[config.mk]
export PLATFORM = sky130hd
export DESIGN_NAME = forward_propper_flat
export DESIGN_NICKNAME = d
export VERILOG_FILES = /design/src/rtl/nn_fixed_pkg.sv /design/src/rtl/forward_propper_if.sv /design/src/rtl/sigmoid_plan.sv /design/src/rtl/forward_propper.sv /design/src/flat_wrapper.sv
export SDC_FILE = /design/constraint.sdc
export NUM_CORES = 1
export LEC_CHECK = 0
export ABC_AREA = 1
export ABC_CLOCK_PERIOD_IN_PS = 5300
export CAP_MARGIN = 20
export CORE_ASPECT_RATIO = 1.1
export CORE_MARGIN = 2
export CORE_UTILIZATION = 58
export DETAILED_ROUTE_END_ITERATION = 6
export GPL_TIMING_DRIVEN = 0
export MAX_ROUTING_LAYER = met4
export PLACE_DENSITY = 0.85
export SYNTH_ARGS = -nofsm -noshare
export SYNTH_HDL_FRONTEND = slang
export SYNTH_SLANG_ARGS = --single-unit
[constraint.sdc]
create_clock -name clk -period 5.3 [get_ports clk]
set_input_delay 1.325 -clock clk [delete_from_list [all_inputs] [get_ports clk]]
set_output_delay 1.325 -clock clk [all_outputs]
set_load 0.03 [all_outputs]
[src/rtl/nn_fixed_pkg.sv]
// Shared Q4.12 fixed-point types and constants for the neuron datapaths.
// Also holds the PLAN sigmoid breakpoints/offsets and the neuron FSM state type.
package nn_fixed_pkg;

    localparam int Q_W       = 16;
    localparam int FRAC_BITS = 12;
    localparam int ONE       = 4096;
    localparam int HALF      = 2048;

    // PLAN segment boundaries on |x|: 1.0, 2.375, 5.0
    localparam int PLAN_BP_LO  = 4096;
    localparam int PLAN_BP_MID = 9728;
    localparam int PLAN_BP_HI  = 20480;

    // PLAN segment offsets: 0.5, 0.625, 0.84375
    localparam int PLAN_OFS_LO  = 2048;
    localparam int PLAN_OFS_MID = 2560;
    localparam int PLAN_OFS_HI  = 3456;

    typedef logic signed [Q_W-1:0] q4_12_t;

    typedef enum logic [1:0] {
        ACCUM    = 2'd0,
        ACTIVATE = 2'd1,
        HOLD     = 2'd2
    } fsm_state_t;

endpackage

[src/rtl/forward_propper_if.sv]
// Pair-input / result-output stream bundle of the forward neuron.
// Valid/ready: a beat transfers on a rising clock edge where valid && ready; valid must not depend on ready.
interface forward_propper_if #(
    parameter int DATA_W = 16
);
    logic                     in_valid;
    logic                     in_ready;
    logic signed [DATA_W-1:0] in_value;
    logic signed [DATA_W-1:0] in_weight;
    logic signed [DATA_W-1:0] in_bias;

    logic                     out_valid;
    logic                     out_ready;
    logic signed [DATA_W-1:0] out_sum;
    logic signed [DATA_W-1:0] out_axon;

    modport master (
        output in_valid, in_value, in_weight, in_bias, out_ready,
        input  in_ready, out_valid, out_sum, out_axon
    );

    modport slave (
        input  in_valid, in_value, in_weight, in_bias, out_ready,
        output in_ready, out_valid, out_sum, out_axon
    );
endinterface

[src/rtl/sigmoid_plan.sv]
// Combinational piecewise-linear (PLAN) sigmoid on Q4.12; output spans 0..4096.
// Shared with the back-propagation path, so it stays free of clocks and state.
module sigmoid_plan
    import nn_fixed_pkg::*;
(
    input  q4_12_t x,
    output q4_12_t y
);
    logic [Q_W-1:0] mag;
    logic [Q_W-1:0] y_pos;
    logic           neg;

    always_comb begin
        neg = x[Q_W-1];
        // -32768 has no positive twin in Q4.12, so it folds onto the largest magnitude
        if (x == {1'b1, {(Q_W-1){1'b0}}}) begin
            mag = {1'b0, {(Q_W-1){1'b1}}};
        end else if (neg) begin
            mag = Q_W'(-x);
        end else begin
            mag = Q_W'(x);
        end
    end

    always_comb begin
        if (mag >= Q_W'(PLAN_BP_HI)) begin
            y_pos = Q_W'(ONE);
        end else if (mag >= Q_W'(PLAN_BP_MID)) begin
            y_pos = (mag >> 5) + Q_W'(PLAN_OFS_HI);
        end else if (mag >= Q_W'(PLAN_BP_LO)) begin
            y_pos = (mag >> 3) + Q_W'(PLAN_OFS_MID);
        end else begin
            y_pos = (mag >> 2) + Q_W'(PLAN_OFS_LO);
        end
    end

    assign y = neg ? q4_12_t'(Q_W'(ONE) - y_pos) : q4_12_t'(y_pos);

endmodule

[src/rtl/forward_propper.sv]
// Forward-pass neuron: serially accumulates N_INPUTS value*weight products plus bias,
// then saturates the sum to Q4.12 and presents it with its PLAN sigmoid axon.
module forward_propper
    import nn_fixed_pkg::*;
#(
    parameter int N_INPUTS = 4,
    parameter int DATA_W   = 16,
    parameter int ACC_W    = 40
) (
    input  logic            clk,
    input  logic            rst,
    forward_propper_if.slave bus,
    output fsm_state_t      dbg_state,
    output logic [8:0]      dbg_count
);
    localparam int CNT_W  = $clog2(N_INPUTS + 1);
    localparam int PROD_W = 2 * DATA_W;

    fsm_state_t state;
    fsm_state_t state_next;

    logic [CNT_W-1:0]        count;
    logic signed [ACC_W-1:0] acc;
    logic signed [DATA_W-1:0] bias;
    logic                    out_valid_q;
    logic signed [DATA_W-1:0] out_sum_q;
    logic signed [DATA_W-1:0] out_axon_q;

    logic                    in_ready;
    logic                    accept;
    logic                    last_beat;

    logic signed [PROD_W-1:0] prod;
    logic signed [ACC_W-1:0]  prod_ext;
    logic signed [ACC_W-1:0]  bias_ext;
    logic signed [ACC_W-1:0]  total;
    logic signed [ACC_W-1:0]  shifted;
    logic signed [DATA_W-1:0] sum_sat;
    q4_12_t                   axon_next;

    assign last_beat = (count == CNT_W'(N_INPUTS - 1));

    always_ff @(posedge clk or posedge rst) begin
        if (rst) begin
            state <= ACCUM;
        end else begin
            state <= state_next;
        end
    end

    always_comb begin
        state_next = state;
        in_ready   = 1'b0;
        accept     = 1'b0;
        case (state)
            ACCUM: begin
                in_ready = 1'b1;
                if (bus.in_valid) begin
                    accept = 1'b1;
                    if (last_beat) begin
                        state_next = ACTIVATE;
                    end
                end
            end
            ACTIVATE: begin
                state_next = HOLD;
            end
            HOLD: begin
                if (out_valid_q && bus.out_ready) begin
                    state_next = ACCUM;
                end
            end
            default: begin
                state_next = ACCUM;
            end
        endcase
    end

    assign prod     = bus.in_value * bus.in_weight;
    assign prod_ext = {{(ACC_W - PROD_W){prod[PROD_W-1]}}, prod};
    assign bias_ext = {{(ACC_W - DATA_W - FRAC_BITS){bias[DATA_W-1]}}, bias, {FRAC_BITS{1'b0}}};
    assign total    = acc + bias_ext;
    assign shifted  = total >>> FRAC_BITS;

    // The shifted sum fits Q4.12 only when every bit above the sign position agrees with it
    always_comb begin
        if (&shifted[ACC_W-1:DATA_W-1] || ~|shifted[ACC_W-1:DATA_W-1]) begin
            sum_sat = shifted[DATA_W-1:0];
        end else if (shifted[ACC_W-1]) begin
            sum_sat = {1'b1, {(DATA_W-1){1'b0}}};
        end else begin
            sum_sat = {1'b0, {(DATA_W-1){1'b1}}};
        end
    end

    sigmoid_plan u_sigmoid (
        .x (sum_sat),
        .y (axon_next)
    );

    always_ff @(posedge clk or posedge rst) begin
        if (rst) begin
            count       <= '0;
            acc         <= '0;
            bias        <= '0;
            out_valid_q <= 1'b0;
            out_sum_q   <= '0;
            out_axon_q  <= '0;
        end else begin
            if (accept) begin
                // First beat restarts the sum so nothing leaks from the previous evaluation
                if (count == '0) begin
                    acc  <= prod_ext;
                    bias <= bus.in_bias;
                end else begin
                    acc <= acc + prod_ext;
                end
                count <= last_beat ? '0 : count + 1'b1;
            end
            if (state == ACTIVATE) begin
                out_sum_q   <= sum_sat;
                out_axon_q  <= axon_next;
                out_valid_q <= 1'b1;
            end else if (state == HOLD && out_valid_q && bus.out_ready) begin
                out_valid_q <= 1'b0;
            end
        end
    end

    assign bus.in_ready  = in_ready;
    assign bus.out_valid = out_valid_q;
    assign bus.out_sum   = out_sum_q;
    assign bus.out_axon  = out_axon_q;

    assign dbg_state = state;
    assign dbg_count = 9'(count);

endmodule

[src/flat_wrapper.sv]
// flat-port wrapper written by rule: the top's interface ports become plain ports
module forward_propper_flat import nn_fixed_pkg::*;
#(
    parameter int N_INPUTS = 4,
    parameter int DATA_W   = 16,
    parameter int ACC_W    = 40
)
  (clk, rst, dbg_state, dbg_count, bus_in_valid, bus_in_value, bus_in_weight, bus_in_bias, bus_out_ready, bus_in_ready, bus_out_valid, bus_out_sum, bus_out_axon);
  forward_propper_if #(.DATA_W(DATA_W)) bus_i ();
  input  logic clk;
  input  logic rst;
  output fsm_state_t dbg_state;
  output logic [8:0] dbg_count;
  input wire logic [$bits(bus_i.in_valid)-1:0] bus_in_valid;
  input wire logic [$bits(bus_i.in_value)-1:0] bus_in_value;
  input wire logic [$bits(bus_i.in_weight)-1:0] bus_in_weight;
  input wire logic [$bits(bus_i.in_bias)-1:0] bus_in_bias;
  input wire logic [$bits(bus_i.out_ready)-1:0] bus_out_ready;
  output wire logic [$bits(bus_i.in_ready)-1:0] bus_in_ready;
  output wire logic [$bits(bus_i.out_valid)-1:0] bus_out_valid;
  output wire logic [$bits(bus_i.out_sum)-1:0] bus_out_sum;
  output wire logic [$bits(bus_i.out_axon)-1:0] bus_out_axon;
  assign bus_i.in_valid = bus_in_valid;
  assign bus_i.in_value = bus_in_value;
  assign bus_i.in_weight = bus_in_weight;
  assign bus_i.in_bias = bus_in_bias;
  assign bus_i.out_ready = bus_out_ready;
  assign bus_in_ready = bus_i.in_ready;
  assign bus_out_valid = bus_i.out_valid;
  assign bus_out_sum = bus_i.out_sum;
  assign bus_out_axon = bus_i.out_axon;
  forward_propper #(.N_INPUTS(N_INPUTS), .DATA_W(DATA_W), .ACC_W(ACC_W)) u_core (.clk(clk), .rst(rst), .bus(bus_i), .dbg_state(dbg_state), .dbg_count(dbg_count));
endmodule
==> impl_metrics.toml <==
[sta]
finClkSkew_ns = 0.0148
finalHoldViolCount = 0
rsz0062_at_grt = "yes"
timing.final.crit_share = 1.65
fmaxAchievable_mhz = 114
max_slew_margin = 0.386
finalMaxSlewViolations = 0
tightest_slew_ns = 0.918
worst_slack_ns = -3.47
period_minus_slack_ns = 8.77
setup_viol = 47

[cts]
path_clk_slew_ns = 0.08
holdBufCountCts = 0
clk_path_buf_depth = 2
htree_levels = 3
cts_tree = "built"
cts_root_buffer = "clkbuf_16"
clk_latency_ns = 0.39
clock_sinks = 94
numCtsBuffers = 9

[floorplanning]
die-area_mm2 = 0.0359
die_width_um = 181
ios = 97
start_util = 0.586
rows = 71
fp.coreArea_mm2 = 0.0341
die_y_um = 199

[routing]
wl_per_cell_um = 18.5
dr.pass1.iters = 7
routed_via_density = 5.62
drc_errors = 3
num_vias = 20312
ant_nets = 0
drt_iter0_markers = 1677
wl_mm = 66.9

[placed_design]
gp_congestion = 0.975
portBuffers = 64
placed_cell_area_mm2 = 0.0219
dp_hpwl_mm = 46.7

[critical_path]
crit_path_end_kind = "flip-flop"
startpoint_type = "input pin"
crit_top_cell = "nand2_2"
cp_max_fo = 7
required_ns = 5.61
max_stage_delay_ns = 0.54
cp.arrival_ns = 9.08
cpMaxStageDelayCell = "fa_1"
crit_type = "in -> reg"
reg2reg_setup_slack_ns = -0.36

[logic_synthesis]
synth_area_mm2 = 0.0200
yosysWarnings = 0
avgSynthCellArea_um2 = 6.99
synth_cell_type_count = 49
synth_seq_cells = 94
synth_cells = 2860
yosysSeqAreaShare = 0.118

[global_routing]
grt_pass1_vias = 20454
grt_remaining_overflow = 0
grt_first_pass_wirelength_mm = 101
grt_use_total = 0.365
antenna_found_initial = 0
grt_max_degree = 58

[finish]
num-nets-final = 3653
diodes = 0
final_common_cell = "nand2_1"
postLayoutCellArea_mm2 = 0.0267
mostFrequentLayoutCells = "nand2_1 (694), inv_1 (621), fa_1 (257)"
drive_above_1_share = 0.276
syn_to_final_growth_pct = 33.6

[run_status]
status = "finished, violations left"
violations = "DRC, setup timing"

[min_path]
hold_class = "reg -> reg"

[flow_run]
drv_cap = 0
[sequential cells by signal (all words and copies together), names as in the netlist]
register and flops:
u_core.bus.out_axon 16, u_core.bias 16, u_core.dbg_state 2, u_core.bus.out_sum 16
u_core.count 3, u_core.bus.out_valid 1, u_core.acc 40
[worst max-delay path, delay by kind of cell]
kind,cells,cell delay [ns]
AOI/OAI and AO/OA,11,1.74
adders and majority gates,8,3.37
xor gates and xnor gates,2,0.34
buffers and inverters,12,1.02
and+or+nand+nor,16,1.27
[worst paths after layout]
kind	start	end	cells after the start
min in group asynchronous	rst	u_core.bus.out_axon[6]	2
max in group asynchronous	rst	u_core.bias[15]	3
setup / recovery	bus_in_weight[6]	u_core.acc[38]	49
setup reg to reg	u_core.bias[15]	u_core.bus.out_axon[7]	42
hold / removal	u_core.count[2]	u_core.dbg_state[0]	1
hold reg to reg	u_core.count[2]	u_core.dbg_state[0]	1
[synthesized netlist by cell type (all sizes together)]
cell type,count,area (um^2)
nand2,839,3280
inv,691,2590
fa,264,5290
nor2,174,763
ha,164,2050
a21oi,141,724
nand3,138,746
dfrtp,94,2350
clkbuf,79,297
o21ai,68,348
xor2,31,272
a31oi,29,181
xnor2,27,236
buf,22,185
nand4,18,113
or2,17,106
o22ai,14,87.6
nor3,8,50.1
o211ai,6,45.0
nand3b,5,37.5
o21a,5,37.5
o21bai,5,37.5
clkinv,4,15.0
a21o,3,22.5
and2,3,18.8
o221a,2,22.5
o31ai,2,15.0
a211oi,1,7.51
a21boi,1,7.51
a221o,1,10.0
a311oi,1,8.76
conb,1,3.75
o221ai,1,8.76
o311ai,1,8.76
[per-stage QoR]
stage | hold slack [ns] | instances | utilization | setup WS (ns) | TNS [ns]
final | 0.470 | 3616 | 0.782 | -3.47 | -81.93
after global routing | 0.487 | 3616 | 0.782 | -3.72 | -91.84
after CTS | 0.466 | 3534 | 0.731 | -3.02 | -67.70
after detailed placement | 0.455 | 3368 | 0.643 | -4.66 | -124.52
after global placement | 0.436 | 3367 | 0.642 | -4.40 | -118.48
after floorplan | 0.448 | 2865 | - | -3.00 | -62.59
[timing repair]
action                                  CTS  global route
setup buffers                           153            84
pin swaps                               186           203
gates resized for setup                 369           277
endpoints found under the setup margin   51            50
cloned                                    2             0
[per-layer routing]
metal  vias up  global-route usage  part of all wire
li1       9168                   -                 -
met1      9845               0.416              0.37
met2       999               0.632              0.50
met3       300              0.0650             0.068
met4         0               0.162             0.056
met5         -                   -                 0
[layout make-up]
class	instances	area, um^2
multi-input combinational	1976	17100
fill	2301	7430
timing repair buffer	297	2650
inverter	695	2650
sequential	94	2360
buffer	100	1090
tap	438	548
clock buffer	9	225
clock inverter	7	86.3
[cells by family after synthesis]
kind of cell    share of synthesized area
xor+xnor                           0.0254
other cells                      0.000188
buf+inv                             0.155
flops                               0.118
compound gates                     0.0787
simple gates                        0.256
fa+ha+maj                           0.367
Power is left out: the tool's default activity adds up to more than one toggle a clock period on the data nets, which glitch-free logic cannot reach.
